**src/rtl/despread_pkg.sv**
```systemverilog
// despread_pkg: shared state type, default widths and 32-bit clamp bounds for the despreader
package despread_pkg;
  typedef enum logic {IDLE, ACCUM} state_t;
  localparam int SAMPLE_WIDTH_D = 32;
  localparam int CODE_WIDTH_D = 16;
  localparam int SYMBOL_LEN_D = 64;
  localparam int ACC_WIDTH_D = 56;
  localparam int OUT_SHIFT_D = 6;
  localparam int CNT_WIDTH = $clog2(SYMBOL_LEN_D);
  localparam longint SAT_HI = 64'sh7FFFFFFF;
  localparam longint SAT_LO = -64'sh80000000;
  function automatic int cnt_width(input int n);
    return $clog2(n);
  endfunction
endpackage

```
**src/rtl/despread_mac.sv**
```systemverilog
// despread_mac: two-stage multiply-accumulate with first-chip load, flush and done
module despread_mac #(
  parameter int SW = 32,
  parameter int CW = 16,
  parameter int AW = 56
) (
  input  logic                 clk,
  input  logic                 rst,
  input  logic                 in_vld,
  input  logic                 first,
  input  logic                 last,
  input  logic                 flush,
  input  logic signed [SW-1:0] sample,
  input  logic signed [CW-1:0] code,
  output logic                 done,
  output logic signed [AW-1:0] acc_nxt
);
  localparam int PW = SW + CW;
  logic signed [PW-1:0] p;
  logic p_vld, p_first, p_last;
  logic signed [AW-1:0] acc;
  assign acc_nxt = p_first ? AW'(p) : acc + AW'(p);
  assign done = p_vld & p_last;
  always_ff @(posedge clk or posedge rst)
    if (rst) begin
      p <= '0;
      p_vld <= 1'b0;
      p_first <= 1'b0;
      p_last <= 1'b0;
      acc <= '0;
    end else begin
      p_vld <= in_vld;
      if (in_vld) begin
        p <= PW'(sample) * PW'(code);
        p_first <= first;
        p_last <= last;
      end
      if (p_vld & !flush) acc <= acc_nxt;
    end
endmodule

```
**src/rtl/signal_despread.sv**
```systemverilog
// signal_despread: code-multiply, per-symbol integrate and decide; SIGNAL_DESPREAD_SAT_EN clamps corr_out
module signal_despread
  import despread_pkg::*;
#(
  parameter int SAMPLE_WIDTH = SAMPLE_WIDTH_D,
  parameter int CODE_WIDTH = CODE_WIDTH_D,
  parameter int SYMBOL_LEN = SYMBOL_LEN_D,
  parameter int ACC_WIDTH = ACC_WIDTH_D,
  parameter int OUT_SHIFT = OUT_SHIFT_D
) (
  input  logic                           clk,
  input  logic                           rst,
  input  logic                           sync_start,
  input  logic                           sync_stop,
  input  logic signed [SAMPLE_WIDTH-1:0] Signal_Recv,
  input  logic                           Signal_Recv_valid,
  input  logic signed [CODE_WIDTH-1:0]   MSEQ_code,
  input  logic                           MSEQ_code_valid,
  output logic signed [31:0]             corr_out,
  output logic                           corr_valid,
  output logic                           bit_out,
  output logic                           corr_sat,
  output logic                           sample_miss,
  output logic                           busy
);
  localparam int CW = cnt_width(SYMBOL_LEN);
  state_t state;
  logic [CW-1:0] cnt;
  logic act, start, stop, accept, miss, done;
  logic signed [ACC_WIDTH-1:0] acc_nxt;
  assign act = state == ACCUM;
  assign busy = act;
  assign stop = act & sync_stop;
  assign start = sync_start & !sync_stop;
  assign accept = act & !sync_stop & Signal_Recv_valid & MSEQ_code_valid;
  assign miss = act & !sync_stop & Signal_Recv_valid & !MSEQ_code_valid;
  despread_mac #(.SW(SAMPLE_WIDTH), .CW(CODE_WIDTH), .AW(ACC_WIDTH)) u_mac (
    .clk(clk),
    .rst(rst),
    .in_vld(accept),
    .first(sync_start | (cnt == '0)),
    .last(!sync_start & (cnt == CW'(SYMBOL_LEN - 1))),
    .flush(act & (sync_start | sync_stop)),
    .sample(Signal_Recv),
    .code(MSEQ_code),
    .done(done),
    .acc_nxt(acc_nxt)
  );
`ifdef SIGNAL_DESPREAD_SAT_EN
  logic signed [ACC_WIDTH-1:0] sh;
  logic hi, lo;
  assign sh = acc_nxt >>> OUT_SHIFT;
  assign hi = 64'(sh) > SAT_HI;
  assign lo = 64'(sh) < SAT_LO;
`else
  assign corr_sat = 1'b0;
`endif
  always_ff @(posedge clk or posedge rst)
    if (rst) begin
      state <= IDLE;
      cnt <= '0;
      sample_miss <= 1'b0;
      corr_valid <= 1'b0;
      corr_out <= '0;
      bit_out <= 1'b0;
`ifdef SIGNAL_DESPREAD_SAT_EN
      corr_sat <= 1'b0;
`endif
    end else begin
      state <= stop ? IDLE : start ? ACCUM : state;
      cnt <= (stop | start) ? CW'(accept) : cnt + CW'(accept);
      sample_miss <= (start ? 1'b0 : sample_miss) | miss;
      // a symbol completed just before a restart still reports; a stop drops it
      corr_valid <= done & !stop;
      if (done & !stop) begin
        bit_out <= !acc_nxt[ACC_WIDTH-1];
`ifdef SIGNAL_DESPREAD_SAT_EN
        corr_out <= hi ? 32'(SAT_HI) : lo ? 32'(SAT_LO) : sh[31:0];
        corr_sat <= hi | lo;
`else
        corr_out <= 32'(acc_nxt >>> OUT_SHIFT);
`endif
      end
    end
endmodule

```
**config.mk**
```make
export PLATFORM = sky130hd
export DESIGN_NAME = signal_despread
export DESIGN_NICKNAME = d
export VERILOG_FILES = /design/src/rtl/despread_pkg.sv /design/src/rtl/despread_mac.sv /design/src/rtl/signal_despread.sv
export SDC_FILE = /design/constraint.sdc
export NUM_CORES = 2
export LEC_CHECK = 0
export CAP_MARGIN = 30
export CORE_MARGIN = 2
export CORE_UTILIZATION = 40
export DETAILED_ROUTE_END_ITERATION = 8
export SLEW_MARGIN = 5
export SYNTH_ARGS = -nofsm -noshare
export SYNTH_HDL_FRONTEND = slang
export SYNTH_SLANG_ARGS = --single-unit
```
**constraint.sdc**
```tcl
create_clock -name clk -period 6.27 [get_ports clk]
set_input_delay 0.627 -clock clk [delete_from_list [all_inputs] [get_ports clk]]
set_output_delay 0.627 -clock clk [all_outputs]
set_load 0.1 [all_outputs]
```
==> impl_metrics.env <==
export IMPL_post_route_period_util_pct=98.5
export IMPL_synth_nets=3776
export IMPL_htree_levels=4
export IMPL_crit_arrival_ns=6.52
export IMPL_slew_headroom_pct=33.5
export IMPL_place_hpwl_um=55500
export IMPL_crit_buf_inv=7
export IMPL_gr_total_overflow=0
export IMPL_cts_root_buf="clkbuf_16"
export IMPL_num_antenna_cells=0
export IMPL_slew_viol_final=0
export IMPL_clock_sinks=149
export IMPL_crit_fanout=6
export IMPL_grt_max_degree=81
export IMPL_cap_violations=0
export IMPL_wl_um=72200
export IMPL_synth_seq_cells=149
export IMPL_slowest_delay_ns=0.54
export IMPL_synth_mux_area_share_pct=1.00
export IMPL_fin_ws_ns=0.0929
export IMPL_numCtsBuffers=17
export IMPL_path_cells="buf_8 > bufbuf_16 > and2_1 > fa_1 > inv_1 > fa_2 > fa_1 > inv_2 > fa_2 > fa_1 > inv_1 > fa_1 > inv_1 > ha_4 > and4_4 > a32oi_2 > nand3_2 > a2111oi_4 > buf_4 > o2111ai_4 > a41o_1 > a2111oi_4 > a41oi_1 > a31oi_1"
export IMPL_cts_tree="built"
export IMPL_post_synth_cell_area_avg_um2=8.73
export IMPL_r2r_end="u_mac.acc[52]"
export IMPL_io_buffers=89
export IMPL_ff2ff_path_depth=13
export IMPL_row_count=94
export IMPL_cpLargestDelayFamily="adder cells"
export IMPL_synth_top_area_share_pct=36.4
export IMPL_worst_pin_slew_ns=0.994
export IMPL_synth_area_leader_cell="fa_1"
export IMPL_io_pins=91
export IMPL_path_clk_slew_ns=0.06
export IMPL_hold_class="reg2reg"
export IMPL_ys_top_cells_by_area="fa_1 (36%), dfrtp_1 (14%), inv_1 (8.1%)"
export IMPL_finalSetupViolations=0
export IMPL_synth_seq_area_share_pct=13.9
export IMPL_via_per_inst=4.96
export IMPL_die_x_um=263
export IMPL_reg2reg_from="u_mac.p[0]"
export IMPL_hold_end="corr_out[5]"
export IMPL_highest_layer="met4"
export IMPL_gp_congestion=0.882
export IMPL_fin_crit_ns=6.18
export IMPL_synth_flop_cell="dfrtp_1"
export IMPL_firstDrtPassIters=7
export IMPL_ctsHoldBuffers=0
export IMPL_met3_length_um=3510
export IMPL_clock_path_buffers=2
export IMPL_nets=4126
export IMPL_cp_required_ns=6.62
export IMPL_vias=21258
export IMPL_grt_first_pass_wirelength_um=118000
export IMPL_drc=1
export IMPL_synth_compound_area_share_pct=11.3
export IMPL_fmaxAchievable_mhz=162
export IMPL_r2r_slack_ns=2.47
export IMPL_fin_skew_ns=0.0106
export IMPL_post_synth_fa_ha_maj_area_fraction_pct=44.4
export IMPL_grt_util_all_layers_pct=21.2
export IMPL_routedWlPerCell_um=16.8
export IMPL_whs_ns=0.474
export IMPL_rsz0062_at_grt="yes"
export IMPL_drive_gt1_share_pct=20.3
export IMPL_grt_antenna_before_repair=0
export IMPL_synthArstFlopShare_pct=100
export IMPL_synth_top_family_by_area="adder cells"
export IMPL_syn_to_final_growth_pct=25.1
export IMPL_synthCells=3064
export IMPL_drtIter0Drc=1210
export IMPL_initial_utilization_pct=40.6
export IMPL_drt_met1_wl_um=35100
export IMPL_synth_simple_area_share_pct=16.0
export IMPL_synth_xor_area_share_pct=3.21
export IMPL_startpoint_type="input port"
export IMPL_end_kind="register"
export IMPL_core_area_um2=66000
export IMPL_ys_warn_count=0
export IMPL_ant_nets=0
export IMPL_crit_slowest_cell="fa_1"
export IMPL_die_area_um2=69000
export IMPL_worstSetupPathType="in2reg"
export IMPL_ys_types=74
export IMPL_synth_enable_flop_cells=0
export IMPL_hold_depth=2
export IMPL_grt_pass1_vias=22172
export IMPL_netlist_area_um2=26800
export IMPL_dpl_worst_slack_ns=-0.922
export IMPL_violations="DRC"
export IMPL_hold_viol=0
export IMPL_wl_met2_um=31800
export IMPL_worst_path_most_repeated_cell="fa_1"
export IMPL_die_h_um=263
export IMPL_status="complete, but fails checks"
export IMPL_hold_start="corr_out[5]"
export IMPL_clk_latency_ns=0.44
## cell families (layout without fill, tap and decap cells)
family / Yosys count / count (layout)
adder cells (fa/ha/maj): 658 / 658
XOR/XNOR: 98 / 98
other: 1 / 1
multiplexers: 25 / 25
flip-flops: 149 / 149
AND/OR/NAND/NOR: 931 / 931
buffers and inverters: 723 / 1085
AO/OA/AOI/OAI: 479 / 479
## per-layer routing
| layer | up-vias | track usage [%] |
|---|---|---|
| li1 | 10191 | - |
| met1 | 10466 | 31.4 |
| met2 | 532 | 33.5 |
| met3 | 69 | 2.28 |
| met4 | 0 | 4.44 |
| met5 | - | 0 |
## cell type report
type | instances | area (µm²)
multi-input cells | 2192 | 21200
clock inverters | 10 | 98.8
well taps | 864 | 1080
flip-flops and latches | 149 | 3730
inverters | 580 | 2180
clock buffers | 21 | 470
repair buffers | 474 | 4760
fillers | 6064 | 32500
## worst max-delay path by stage
stage / start / endpoint / slack (ns) / depth (start not counted)
final: MSEQ_code[4] / u_mac.p[47] / 0.09 / 24
after global routing: MSEQ_code[10] / u_mac.p[47] / -0.12 / 25
after CTS: MSEQ_code[5] / u_mac.p[47] / -0.003 / 24
after floorplan: MSEQ_code[4] / u_mac.p[47] / -0.1 / 23
after global placement: MSEQ_code[4] / u_mac.p[46] / -0.88 / 24
after detailed placement: Signal_Recv[7] / u_mac.p[46] / -0.92 / 24
## tightest hold or removal path: stages (launching register included)
cell and delay (ns):
dfrtp_1 0.34, nand2_1 0.04, o21ai_0 0.05
## cell usage after synthesis, types with 4 or more instances
library cell	n
o21ai_0	163
nor2b_1	10
fa_1	487
nand4_1	19
nor4_1	4
o211ai_1	9
a311oi_1	5
nor2_1	109
inv_1	579
nand2_1	505
nor3_1	15
mux2_2	14
mux2i_1	11
o31ai_1	8
o21bai_1	18
a41oi_1	6
a31oi_1	18
xnor2_1	62
and2_1	208
xor2_1	36
a21o_1	60
and3_1	9
a21o_2	5
a211oi_1	14
nand3_1	19
clkbuf_1	135
buf_1	6
a21oi_1	116
o21a_1	10
ha_1	171
nand2b_1	13
a221o_1	6
dfrtp_1	149
## layout by cell type, fill, tap and decap left out, types with 11 or more instances in the layout
cell type,n
nand2_1,493
nand4_1,19
a211oi_1,12
o21ai_0,149
nand2b_1,13
clkbuf_16,22
a21o_1,60
nor3_1,13
buf_12,34
nand2_2,11
ha_1,144
xor2_1,36
clkdlybuf4s50_1,42
mux2i_1,11
nor2_1,101
mux2_2,14
clkbuf_2,12
buf_6,36
o21bai_1,18
dfrtp_1,148
and2_4,24
inv_1,528
xnor2_1,62
buf_2,13
buf_4,295
inv_2,49
a31oi_1,17
and2_1,184
fa_1,439
nand3_1,17
ha_4,24
fa_2,48
a21oi_1,103
## state kept, by name, summed over array words and instances, names as in the netlist
signal	cells
u_mac.acc	56
u_mac.p_first	1
busy	1
cnt	6
u_mac.p_vld	1
corr_valid	1
bit_out	1
corr_out	32
sample_miss	1
u_mac.p_last	1
u_mac.p	48
## timing repair
| item | in CTS | in global routing |
|---|---|---|
| endpoints found under the setup margin | 23 | 17 |
| cloned | 19 | 5 |
| gates resized for setup | 288 | 168 |
| pin swaps | 127 | 117 |
| hold endpoints to repair | 0 | 0 |
| setup buffers | 54 | 15 |
## stage by stage
stage	TNS (ns)	cell area, µm²	util, %	cells
CTS	-0.00264	33000	50.0	4273
global placement	-17.56	30900	46.8	4168
detailed placement	-18.95	30900	46.9	4170
finish	0	33500	50.7	4290
floorplan	-0.125	26900	-	3064
global route	-0.478	33500	50.7	4290
Power is left out: the tool's default activity adds up to more than one toggle a clock period on the data nets, which glitch-free logic cannot reach.
